$ cat config.mk
export PLATFORM = sky130hd
export DESIGN_NAME = branch_target_lut_flat
export DESIGN_NICKNAME = d
export VERILOG_FILES = /design/src/rtl/branch_target_lut_if.sv /design/src/rtl/branch_target_lut.sv /design/src/flat_wrapper.sv
export SDC_FILE = /design/constraint.sdc
export NUM_CORES = 1
export LEC_CHECK = 0
export ABC_AREA = 1
export BUFFER_PORTS_ARGS = -buffer_cell sky130_fd_sc_hd__clkbuf_2
export CORE_MARGIN = 1.5
export CORE_UTILIZATION = 30
export CTS_CLUSTER_DIAMETER = 120
export DETAILED_ROUTE_END_ITERATION = 7
export GPL_TIMING_DRIVEN = 0
export PLACE_DENSITY_LB_ADDON = 0.3
export SYNTH_ARGS = -nofsm -noshare
export SYNTH_HDL_FRONTEND = slang
export SYNTH_SLANG_ARGS = --single-unit
export TNS_END_PERCENT = 100
$ cat constraint.sdc
create_clock -name clk -period 8.25 [get_ports clk]
set_input_delay 0 -clock clk [delete_from_list [all_inputs] [get_ports clk]]
set_output_delay 0 -clock clk [all_outputs]
set_load 0.02 [all_outputs]
$ cat src/rtl/branch_target_lut_if.sv
// Bundle of write, lookup, clear and response signals for branch_target_lut.
// Latency: none (wires only); the response side is registered inside the LUT.
// Backpressure: none; requests and writes are accepted every cycle.
interface branch_target_lut_if #(
   parameter int ADDR_W = 3,
   parameter int TGT_W  = 10,
   parameter int PC_W   = 10
);
   // table write port
   logic              wr_en;
   logic [ADDR_W-1:0] wr_addr;
   logic [TGT_W-1:0]  wr_data;

   // lookup request
   logic              req_valid;
   logic [ADDR_W-1:0] req_addr;
   logic              req_abs;
   logic [PC_W-1:0]   pc;

   // default-restore walk control
   logic              clear;

   // lookup response and status
   logic              resp_valid;
   logic [PC_W-1:0]   next_pc;
   logic [TGT_W-1:0]  resp_target;
   logic              busy;

   // fetch-side driver
   modport master (
      output wr_en, wr_addr, wr_data,
      output req_valid, req_addr, req_abs, pc,
      output clear,
      input  resp_valid, next_pc, resp_target, busy
   );

   // lookup table side
   modport slave (
      input  wr_en, wr_addr, wr_data,
      input  req_valid, req_addr, req_abs, pc,
      input  clear,
      output resp_valid, next_pc, resp_target, busy
   );
endinterface

$ cat src/rtl/branch_target_lut.sv
// Branch-target table: pointer selects an offset/absolute target, next PC computed.
// Latency: 1 cycle from request sample to registered response.
// Backpressure: none; one request per cycle, writes dropped while clear walk runs.
module branch_target_lut #(
   parameter int ADDR_W = 3,
   parameter int TGT_W  = 10,
   parameter int PC_W   = 10
) (
   input logic                clk,
   input logic                reset,
   branch_target_lut_if.slave bus
);
   localparam int DEPTH = 2 ** ADDR_W;
   localparam logic [ADDR_W-1:0] LAST_IDX = ADDR_W'(DEPTH - 1);

   typedef enum logic {
      ST_IDLE  = 1'b0,
      ST_CLEAR = 1'b1
   } state_t;

   state_t            state_q, state_d;
   logic [ADDR_W-1:0] cnt_q, cnt_d;
   logic [TGT_W-1:0]  lut_q [DEPTH];
   logic [TGT_W-1:0]  lut_d [DEPTH];

   logic              resp_valid_q, resp_valid_d;
   logic [PC_W-1:0]   next_pc_q, next_pc_d;
   logic [TGT_W-1:0]  resp_target_q, resp_target_d;

   logic              busy;
   logic              walk_we;
   logic              user_we;
   logic [TGT_W-1:0]  walk_data;
   logic [TGT_W-1:0]  lookup_entry;
   logic [PC_W-1:0]   lookup_pc;

   // Power-on / restore value of each entry, sign-extended or truncated to TGT_W.
   function automatic logic [TGT_W-1:0] dflt_entry(input logic [ADDR_W-1:0] idx);
      int v;
      if (idx == ADDR_W'(0)) begin
         v = -16;
      end else if (idx == ADDR_W'(1)) begin
         v = 3;
      end else if (idx == ADDR_W'(2)) begin
         v = 7;
      end else begin
         v = 1;
      end
      return TGT_W'(v);
   endfunction

   // FSM state and walk counter; reset aborts any walk in progress.
   always_ff @(posedge clk) begin
      if (reset) begin
         state_q <= ST_IDLE;
         cnt_q   <= '0;
      end else begin
         state_q <= state_d;
         cnt_q   <= cnt_d;
      end
   end

   // Next state: Clear only starts a walk from IDLE; walk ends after the last index.
   always_comb begin
      state_d = state_q;
      cnt_d   = cnt_q;
      unique case (state_q)
         ST_IDLE: begin
            if (bus.clear) begin
               state_d = ST_CLEAR;
               cnt_d   = '0;
            end
         end
         ST_CLEAR: begin
            cnt_d = cnt_q + ADDR_W'(1);
            if (cnt_q == LAST_IDX) begin
               state_d = ST_IDLE;
            end
         end
         default: begin
            state_d = ST_IDLE;
            cnt_d   = '0;
         end
      endcase
   end

   // FSM outputs: busy flag and which write source owns the table this cycle.
   always_comb begin
      busy      = (state_q == ST_CLEAR);
      walk_we   = busy;
      user_we   = bus.wr_en && !busy;
      walk_data = dflt_entry(cnt_q);
   end

   // Table next contents: walk restores one entry per cycle, otherwise user writes land.
   always_comb begin
      for (int i = 0; i < DEPTH; i++) begin
         lut_d[i] = lut_q[i];
      end
      if (walk_we) begin
         lut_d[cnt_q] = walk_data;
      end else if (user_we) begin
         lut_d[bus.wr_addr] = bus.wr_data;
      end
   end

   // Table storage; reset reloads every entry with its default in one cycle.
   always_ff @(posedge clk) begin
      if (reset) begin
         for (int i = 0; i < DEPTH; i++) begin
            lut_q[i] <= dflt_entry(ADDR_W'(i));
         end
      end else begin
         for (int i = 0; i < DEPTH; i++) begin
            lut_q[i] <= lut_d[i];
         end
      end
   end

   // Lookup with bypass of the value being written this same cycle, then PC math.
   always_comb begin
      lookup_entry = lut_q[bus.req_addr];
      if (walk_we && (bus.req_addr == cnt_q)) begin
         lookup_entry = walk_data;
      end else if (user_we && (bus.wr_addr == bus.req_addr)) begin
         lookup_entry = bus.wr_data;
      end
      if (bus.req_abs) begin
         // zero-extend or truncate the raw entry into PC space
         lookup_pc = PC_W'(lookup_entry);
      end else begin
         // entry is a signed offset; addition wraps modulo 2**PC_W
         lookup_pc = bus.pc + PC_W'($signed(lookup_entry));
      end
   end

   // Response next values: data is held whenever no request was sampled.
   always_comb begin
      resp_valid_d  = bus.req_valid;
      next_pc_d     = next_pc_q;
      resp_target_d = resp_target_q;
      if (bus.req_valid) begin
         next_pc_d     = lookup_pc;
         resp_target_d = lookup_entry;
      end
   end

   // Response registers; reset drops any request sampled in the same cycle.
   always_ff @(posedge clk) begin
      if (reset) begin
         resp_valid_q  <= 1'b0;
         next_pc_q     <= '0;
         resp_target_q <= '0;
      end else begin
         resp_valid_q  <= resp_valid_d;
         next_pc_q     <= next_pc_d;
         resp_target_q <= resp_target_d;
      end
   end

   // Drive the interface outputs.
   always_comb begin
      bus.resp_valid  = resp_valid_q;
      bus.next_pc     = next_pc_q;
      bus.resp_target = resp_target_q;
      bus.busy        = busy;
   end
endmodule

$ cat src/flat_wrapper.sv
// flat-port wrapper written by rule: the top's interface ports become plain ports
module branch_target_lut_flat 
#(
   parameter int ADDR_W = 3,
   parameter int TGT_W  = 10,
   parameter int PC_W   = 10
)
  (clk, reset, bus_wr_en, bus_wr_addr, bus_wr_data, bus_req_valid, bus_req_addr, bus_req_abs, bus_pc, bus_clear, bus_resp_valid, bus_next_pc, bus_resp_target, bus_busy);
  branch_target_lut_if #(.ADDR_W(ADDR_W), .TGT_W(TGT_W), .PC_W(PC_W)) bus_i ();
  input logic clk;
  input logic reset;
  input wire logic [$bits(bus_i.wr_en)-1:0] bus_wr_en;
  input wire logic [$bits(bus_i.wr_addr)-1:0] bus_wr_addr;
  input wire logic [$bits(bus_i.wr_data)-1:0] bus_wr_data;
  input wire logic [$bits(bus_i.req_valid)-1:0] bus_req_valid;
  input wire logic [$bits(bus_i.req_addr)-1:0] bus_req_addr;
  input wire logic [$bits(bus_i.req_abs)-1:0] bus_req_abs;
  input wire logic [$bits(bus_i.pc)-1:0] bus_pc;
  input wire logic [$bits(bus_i.clear)-1:0] bus_clear;
  output wire logic [$bits(bus_i.resp_valid)-1:0] bus_resp_valid;
  output wire logic [$bits(bus_i.next_pc)-1:0] bus_next_pc;
  output wire logic [$bits(bus_i.resp_target)-1:0] bus_resp_target;
  output wire logic [$bits(bus_i.busy)-1:0] bus_busy;
  assign bus_i.wr_en = bus_wr_en;
  assign bus_i.wr_addr = bus_wr_addr;
  assign bus_i.wr_data = bus_wr_data;
  assign bus_i.req_valid = bus_req_valid;
  assign bus_i.req_addr = bus_req_addr;
  assign bus_i.req_abs = bus_req_abs;
  assign bus_i.pc = bus_pc;
  assign bus_i.clear = bus_clear;
  assign bus_resp_valid = bus_i.resp_valid;
  assign bus_next_pc = bus_i.next_pc;
  assign bus_resp_target = bus_i.resp_target;
  assign bus_busy = bus_i.busy;
  branch_target_lut #(.ADDR_W(ADDR_W), .TGT_W(TGT_W), .PC_W(PC_W)) u_core (.clk(clk), .reset(reset), .bus(bus_i));
endmodule
== Yosys cells after proc, flatten, opt, wreduce, memory -nomap -nowiden ==
Memories as Yosys holds them, arrays and structs flattened.
Cells that the tools add are included.

* Add/sub/neg operators: 2
* Magnitude comparators: 4
* Equality and inequality tests: 6
* Mux-type cells: 34
* Bitwise gates (word level): 11
* Reductions and logical operators: 7

{| class="wikitable"
|+ Operator list
! kind !! count
|-
| two-way mux 10 bit || 19
|-
| bitwise mux 80 bit || 2
|-
| two-way mux 80 bit || 2
|-
| demux 10 bit (select 3 bit) || 2
|-
| adder 10 bit || 1
|-
| greater-or-equal comparator 4 bit (second input constant) || 2
|-
| less-than comparator 4 x 1 -> 1 bit (second input constant) || 2
|-
| NOT 3 -> 4 bit || 2
|-
| OR 1 bit || 8
|-
| equality test 3 bit || 2
|-
| two-way mux 3 bit || 2
|-
| case mux 3 bit (2 select lines) || 1
|-
| logical AND 1 bit || 5
|-
| two-way mux 1 bit || 5
|-
| adder 3 x 1 -> 3 bit (second input constant) || 1
|-
| equality test 3 x 1 -> 1 bit (second input constant) || 1
|-
| equality test 3 x 2 -> 1 bit (second input constant) || 1
|-
| equality test 3 bit (second input constant) || 1
|-
| logical NOT 3 bit || 1
|-
| inequality test 2 bit (second input constant) || 1
|-
| case mux 1 bit (2 select lines) || 1
|-
| logical NOT 1 bit || 1
|-
| NOT 1 bit || 1
|}

* Bits in registers: 25
* RAM bits: 80
* Output and inout bits: 22
* Logic and storage cells: 70
* Memories: 1

{| class="wikitable"
|+ Memories
! name !! depth !! width !! read ports !! clocked after memory_dff !! write ports !! line !! RTL
|-
| u_core.lut_q || 8 || 10 || 9 || 0 || 8 || branch_target_lut.sv:23 || <nowiki>logic [TGT_W-1:0] lut_q [DEPTH];</nowiki>
|}

== Longest topological paths before layout ==
Gate-level depths: netlist of the first run.

* Depth in word-level cells: 9
* Gate-level depth with buffers: 24
* Gate-level depth less buffers: 23

== Least setup slack after synthesis of the first run ==
OpenSTA, ideal clock, no wires.

* Path kind: reg2reg
* From: register u_core.cnt_q[1]
* To: register u_core.next_pc_q[6] (netlist: u_core.bus.next_pc[6])
* Arrival: 2.639 ns
* Data required time: 8.122 ns
* Path slack: 5.484 ns
* Stages on the path, launching flop included: 22
* Path buffers: 1
* Clock period less this slack: 2.766 ns
* Cell sequence: dfxtp_1 -> inv_1 -> ha_1 -> clkbuf_1 -> inv_1 -> nor2_1 -> nand2_1 -> nand2_1 -> inv_1 -> ha_1 -> inv_1 -> fa_1 -> inv_1 -> nand3_1 -> nand2_1 -> nand3_1 -> nand2_1 -> nand2_1 -> nand3_1 -> nand2_1 -> a21oi_1 -> nor2_1

* Elaborated cells on any way between the ends: 11
* Those cells by class: add/sub (1); eq/ne (3); mux (5); reduce/logical (2)

{| class="wikitable"
|+ RTL lines
! item !! line !! RTL
|-
| start, declared || branch_target_lut.sv:22 || <nowiki>logic [ADDR_W-1:0] cnt_q, cnt_d;</nowiki>
|-
| start signal, assigned || branch_target_lut.sv:59 || <nowiki>cnt_q <= cnt_d;</nowiki>
|-
| equality test 3 x 1 -> 1 bit || branch_target_lut.sv:42 || <nowiki>end else if (idx == ADDR_W'(1)) begin</nowiki>
|-
| two-way mux 10 bit || branch_target_lut.sv:42 ||
|-
| two-way mux 10 bit || branch_target_lut.sv:40 || <nowiki>if (idx == ADDR_W'(0)) begin</nowiki>
|-
| two-way mux 10 bit * || branch_target_lut.sv:123 || <nowiki>if (walk_we && (bus.req_addr == cnt_q)) begin</nowiki>
|-
| net u_core.lookup_entry[0] || branch_target_lut.sv:34 || <nowiki>logic [TGT_W-1:0] lookup_entry;</nowiki>
|-
| adder 10 bit * || branch_target_lut.sv:133 || <nowiki>lookup_pc = bus.pc + PC_W'($signed(lookup_entry));</nowiki>
|-
| two-way mux 10 bit * || branch_target_lut.sv:128 || <nowiki>if (bus.req_abs) begin</nowiki>
|-
| end signal, assigned || branch_target_lut.sv:156 || <nowiki>next_pc_q <= next_pc_d;</nowiki>
|-
| end, declared || branch_target_lut.sv:27 || <nowiki>logic [PC_W-1:0] next_pc_q, next_pc_d;</nowiki>
|}

Mark *: on every way through the listed nets, which the timed path passes. The rest lies on a longest branch.
A chain may end at the register's enable or synchronous reset.

== Final worst setup path of the first run ==
Ends and elaborated chain as after synthesis.

==> results of run 1 <==
## routing by layer
layer | vias up | global-route usage | share of wire
li1 | 3082 | - | -
met5 | - | 0 | 0
met2 | 264 | 0.325 | 0.44
met3 | 42 | 0.0347 | 0.077
met1 | 2880 | 0.291 | 0.45
met4 | 0 | 0.0800 | 0.028
## placed cells by master (no fill, tap or decap), drive strengths merged, types with 2 or more instances in the layout
master / synthesis / layout
a211oi: 5 / 5
a21oi: 71 / 71
a31oi: 25 / 25
buf: 18 / 18
clkbuf: 26 / 87
clkinv: 1 / 3
dfxtp: 105 / 105
dlygate4sd3: 0 / 3
ha: 14 / 14
inv: 81 / 83
nand2: 250 / 250
nand3: 130 / 130
nand4: 4 / 4
nor2: 73 / 73
nor3: 5 / 5
o211ai: 2 / 2
o21ai: 64 / 64
o22ai: 2 / 2
o311ai: 3 / 3
or2: 2 / 2
xor2: 2 / 2
## final cells by class
class	count	area, um2
timing repair buffer	52	275
fill	2158	12600
clock buffer	12	246
buffer	44	230
sequential	105	2100
clock inverter	4	35.0
multi-input combinational	659	3290
inverter	82	313
tap	265	332
## stage by stage
| stage | worst slack [ps] | hold slack, ps | cell area, um2 | cells |
|---|---|---|---|---|
| 5_1_grt | 4460 | 46.7 | 6820 | 1223 |
| 3_5_place_dp | 4910 | 311 | 6510 | 1204 |
| 2_1_floorplan | 5480 | 148 | 5930 | 890 |
| 3_3_place_gp | 4900 | 304 | 6510 | 1204 |
| 6_report | 4850 | 24.6 | 6820 | 1223 |
| 4_1_cts | 4870 | 20.3 | 6820 | 1223 |
## how the worst max path moves through the flow
stage,startpoint,endpoint,slack (ps),cells past startpoint
6_report,u_core.cnt_q[1]$_SDFFE_PP0P_,u_core.bus.next_pc[6]$_SDFFE_PP0P_,4850,21
3_3_place_gp,u_core.cnt_q[1]$_SDFFE_PP0P_,u_core.bus.next_pc[6]$_SDFFE_PP0P_,4900,21
5_1_grt,u_core.cnt_q[1]$_SDFFE_PP0P_,u_core.bus.next_pc[6]$_SDFFE_PP0P_,4460,21
3_5_place_dp,u_core.cnt_q[1]$_SDFFE_PP0P_,u_core.bus.next_pc[6]$_SDFFE_PP0P_,4910,21
4_1_cts,u_core.cnt_q[1]$_SDFFE_PP0P_,u_core.bus.next_pc[6]$_SDFFE_PP0P_,4870,21
2_1_floorplan,u_core.cnt_q[1]$_SDFFE_PP0P_,u_core.bus.next_pc[6]$_SDFFE_PP0P_,5480,21
## sequential cells by signal (all words and copies together) (netlist names)
signal / cells
u_core.bus.busy: 1
u_core.bus.next_pc: 10
u_core.bus.resp_target: 10
u_core.bus.resp_valid: 1
u_core.cnt_q: 3
u_core.lut_q: 80
## kinds of logic (layout without fill, tap and decap cells)
| group | after synthesis | count (layout) | share of synthesized area |
|---|---|---|---|
| DFF | 105 | 105 | 0.354 |
| and+or+nand+nor | 465 | 465 | 0.349 |
| AOI/OAI and AO/OA | 177 | 177 | 0.170 |
| buffers and inverters | 126 | 194 | 0.0916 |
| xor gates and xnor gates | 2 | 2 | 0.00295 |
| adders and majority gates | 15 | 15 | 0.0329 |
## where the power goes
| group | switching, mW | leakage, nW | internal (mW) |
|---|---|---|---|
| Sequential | 0.0146 | 0.856 | 0.530 |
| Clock | 0.208 | 0.138 | 0.217 |
| Combinational | 0.177 | 2.12 | 0.0771 |
## worst reg2reg max path: cells and delay by family (launching register included)
family | cells | cell delay (ps)
flip-flops | 1 | 480
AO/OA/AOI/OAI | 1 | 120
AND/OR/NAND/NOR | 11 | 1050
buffers and inverters | 6 | 820
adder cells (fa/ha/maj) | 3 | 790
## synthesized netlist by cell type, types with 3 or more instances
cell / number
inv_1: 70
nand4_1: 4
nand2_2: 4
nand3_1: 127
ha_1: 14
nand3_2: 3
o21ai_1: 7
a21oi_1: 67
nor2_1: 66
clkbuf_1: 25
inv_2: 9
o21ai_0: 56
a211oi_1: 3
nor3_4: 3
dfxtp_1: 105
buf_2: 9
a31oi_1: 25
buf_6: 6
nor2_2: 4
nand2_1: 244
==> out/qor.yml, run 1 <==
final_antenna_net_count: 0
vias: 6268
coreArea_um2: 19400
required_ps: 8480
fin_crit_ps: 3400
post_cts_buffers: 0
clk_pin_slew_ps: 70
r2r_end: "u_core.bus.next_pc[6]$_SDFFE_PP0P_"
status: "complete, no violations"
cp.arrival_ps: 3630
ys_warn_count: 0
r2r_slack_ps: 4850
dieHeight_um: 144
cpMaxStageDelayCell: "dfxtp_1"
timing.final.hold_violations: 0
yosysSeqAreaShare: 0.354
cap_violations: 0
dr.pass1.iters: 5
row_count: 51
maxSlewViolCount: 0
synth-edff-count: 0
gp_congestion: 0.920
rr_worst_depth: 21
grt_pass1_vias: 5574
max-clock-path-buffers: 2
grtUsageTotal: 0.210
reg2reg_from: "u_core.cnt_q[1]$_SDFFE_PP0P_"
min_to: "u_core.bus.resp_target[9]$_SDFFE_PP0P_"
grt_overflow_total: 0
dieArea_um2: 20600
irDropWorstVdd_mv: 0.103
clock-sinks: 105
cp_common_cell: "nand2_1"
hold_buffers: 3
drt-wirelength-per-cell_um: 17.5
synthTopCellsByArea: "dfxtp_1 (35%), nand2_1 (15%), nand3_1 (11%)"
synth_cell_type_count: 47
numCtsBuffers: 9
diodes: 0
p_per_area_nw_per_um2: 180
drt_iter0_drc: 669
finalSetupViolations: 0
ys_seq_elements: 105
max_freq_mhz: 294
worst_path_largest_cell_delay_ps: 480
antenna_found_initial: 0
synth_top_area_frac: 0.354
critical_path.top_delay_family: "simple AND/OR/NAND/NOR gates"
vias_per_cell: 5.13
portBuffers: 49
grt_max_degree: 18
finalWirelength_mm: 21.4
hp-class: "in -> reg"
start_kind: "flip-flop"
worstHoldStart: "bus_req_valid"
cts_tree: "built"
leakagePower_nw: 3.11
grt_pass1_wl_mm: 32.2
setup-tns-final_ps: 0
total_power_mw: 1.22
tightest_slew_ps: 1110
drive_above_1_share: 0.126
synthFlopType: "dfxtp_1"
initial_core_util: 0.306
synth_top_area_cell: "dfxtp_1"
critical_path_buf_inv_count: 6
num-nets-final: 1000
relSlewSlack: 0.260
hpwl_mm: 15.7
cts-htree-levels: 3
rsz0062_at_grt: "false"
fp.dieW_um: 144
period_share: 0.412
drc: 0
netlist_instances: 890
critPathKind: "reg -> reg"
clk_latency_ps: 360
async_reset_ff_frac: 0
clock-root-buffer: "clkbuf_16"
worstPathCellList: "inv_1 -> ha_1 -> clkbuf_1 -> inv_1 -> nor2_1 -> nand2_1 -> nand2_1 -> inv_1 -> ha_1 -> inv_1 -> fa_1 -> inv_1 -> nand3_1 -> nand2_1 -> nand3_1 -> nand2_1 -> nand2_1 -> nand3_1 -> nand2_1 -> a21oi_1 -> nor2_1"
syn_area_per_cell_um2: 6.66
postLayoutCoreUtil: 0.352
cp_max_fo: 9
cts_resized: 0
io_pins: 54
min_path_cells: 3
end_kind: "flip-flop"
synth_nets: 937
clock_skew_ps: 9.05
syn_area_um2: 5930
area_growth_pct: 15.0
No activity file was read; power rests on OpenSTA's default activity.
==> run 2: changes to the inputs <==
Clock period 8.25 ns to 3.33 ns, I/O delays scaled along.
==> run 2 against run 1 <==
  * Maximum frequency is 14% higher
  * Highest routed layer unchanged
  * Critical path type unchanged
  * Register-to-register slack worse by 4500 ps
  * Global-route usage stayed put
  * Core utilization hardly changed
  * Sequential power is 150% higher
  * First-iteration DRC count is 1.5% lower
  * Sequential share of layout area hardly changed
  * Largest power group unchanged
  * Final cell count hardly changed
==> out/qor.yml, run 2 (synthesis results as in run 1) <==
vias_per_cell: 5.14
grtUsageTotal: 0.210
initial_core_util: 0.306
finalSetupViolations: 0
status: "complete, no violations"
worst_slack_ps: 355
num-nets-final: 999
rr_worst_depth: 23
grt_pass1_wl_mm: 32.2
portBuffers: 49
antenna_found_initial: 0
worst_path_largest_cell_delay_ps: 390
place_inst: 1204
startpoint: "u_core.cnt_q[2]$_SDFFE_PP0P_"
dieArea_um2: 20600
stdcell_area_um2: 6820
period_share: 0.894
cpMaxStageDelayCell: "fa_1"
maxSlewViolCount: 0
numCtsBuffers: 9
coreArea_um2: 19400
layout_common_cells: "nand2_1 (243), nand3_1 (127), dfxtp_1 (102), inv_1 (69), a21oi_1 (67)"
rsz0062_at_grt: "false"
place_area_um2: 6510
drt-wirelength-per-cell_um: 17.5
area_growth_pct: 15.1
cts-htree-levels: 3
mostFrequentLayoutCell: "nand2_1"
grt_overflow_total: 0
tightest_slew_ps: 1070
leakagePower_nw: 3.11
postLayoutCoreUtil: 0.352
io_pins: 54
row_count: 51
clock_skew_ps: 9.39
fp.dieW_um: 144
clock-root-buffer: "clkbuf_16"
clk_latency_ps: 360
grt_max_degree: 18
max_freq_mhz: 336
clock-sinks: 105
cp_common_cell: "nand2_1"
r2r_end: "u_core.bus.next_pc[6]$_SDFFE_PP0P_"
vias: 6285
gp_congestion: 0.920
start_kind: "flip-flop"
relSlewSlack: 0.286
end_kind: "flip-flop"
p_per_area_nw_per_um2: 446
setup-tns-final_ps: 0
min_path_cells: 3
drc: 0
timing.final.hold_violations: 0
hpwl_mm: 15.7
hp-class: "in -> reg"
r2r_slack_ps: 350
final_antenna_net_count: 0
drive_above_1_share: 0.133
dieHeight_um: 144
cts_tree: "built"
clk_pin_slew_ps: 70
dp_slack_ps: -12.6
worst_hold_slack_ps: 23.7
total_power_mw: 3.04
drt_iter0_drc: 659
finalWirelength_mm: 21.4
required_ps: 3560
cp_max_fo: 10
largest_reg_flops: 80
top_register: "u_core.lut_q"
max-clock-path-buffers: 2
reg2reg_from: "u_core.cnt_q[2]$_SDFFE_PP0P_"
min_to: "u_core.bus.resp_target[9]$_SDFFE_PP0P_"
grt_pass1_vias: 5572
fin_crit_ps: 2980
worstHoldStart: "bus_req_valid"
dr.pass1.iters: 5
worstPathCellList: "clkbuf_2 -> xor2_1 -> nor2_1 -> nand2_1 -> buf_2 -> nand2_1 -> inv_1 -> nand2_1 -> nand2_1 -> inv_1 -> ha_1 -> inv_1 -> fa_1 -> inv_1 -> nand3_1 -> nand2_1 -> nand3_1 -> nand2_1 -> nand2_1 -> nand3_1 -> nand2_1 -> a21oi_1 -> nor2_1"
diodes: 0
fin_cells: 1222
critPathKind: "reg -> reg"
post_cts_buffers: 0
irDropWorstVdd_mv: 0.258
cp.arrival_ps: 3210
cap_violations: 0
==> run 2: per-layer routing <==
layer  vias up  GRT usage  routed length (um)
li1       3077          -                   -
met1      2901      0.291                9580
met2       264      0.325                9460
met3        43     0.0347                1760
met4         0     0.0800                 623
met5         -          0                   0
==> run 2: how the worst max path moves through the flow <==
stage	end	slack [ps]	depth (start not counted)
global placement	u_core.bus.next_pc[6]$_SDFFE_PP0P_	-20	21
finish	u_core.bus.next_pc[6]$_SDFFE_PP0P_	350	23
detailed placement	u_core.bus.next_pc[6]$_SDFFE_PP0P_	-10	21
global route	u_core.bus.next_pc[6]$_SDFFE_PP0P_	60	23
CTS	u_core.bus.next_pc[6]$_SDFFE_PP0P_	60	21
floorplan	u_core.bus.next_pc[6]$_SDFFE_PP0P_	560	21
==> run 2: power breakdown <==
part           total (mW)  switching [mW]  internal, mW
combinational       0.631           0.439         0.192
clock                1.06           0.523         0.538
sequential           1.35          0.0361          1.31
total                3.04           0.999          2.04
==> run 2: cell type report <==
type | instances | area, um2
fill | 2157 | 12600
buffer | 43 | 226
inverter | 82 | 313
clock inverter | 4 | 35.0
tap | 265 | 332
sequential | 105 | 2110
multi-input combinational | 659 | 3290
clock buffer | 12 | 246
timing repair buffer | 52 | 275
==> run 2: what timing repair did <==
item,in CTS,in global routing
hold buffers,3,0
gates resized for setup,1,5
setup endpoints to repair,2,4
hold endpoints to repair,6,0
==> run 2: critical path: cells and delay by family (launching register included) <==
kind	cells	cell delay, ps
compound gates	1	120
xor+xnor	1	180
fa+ha+maj	2	580
buf+inv	6	650
flops	1	320
simple gates	13	980
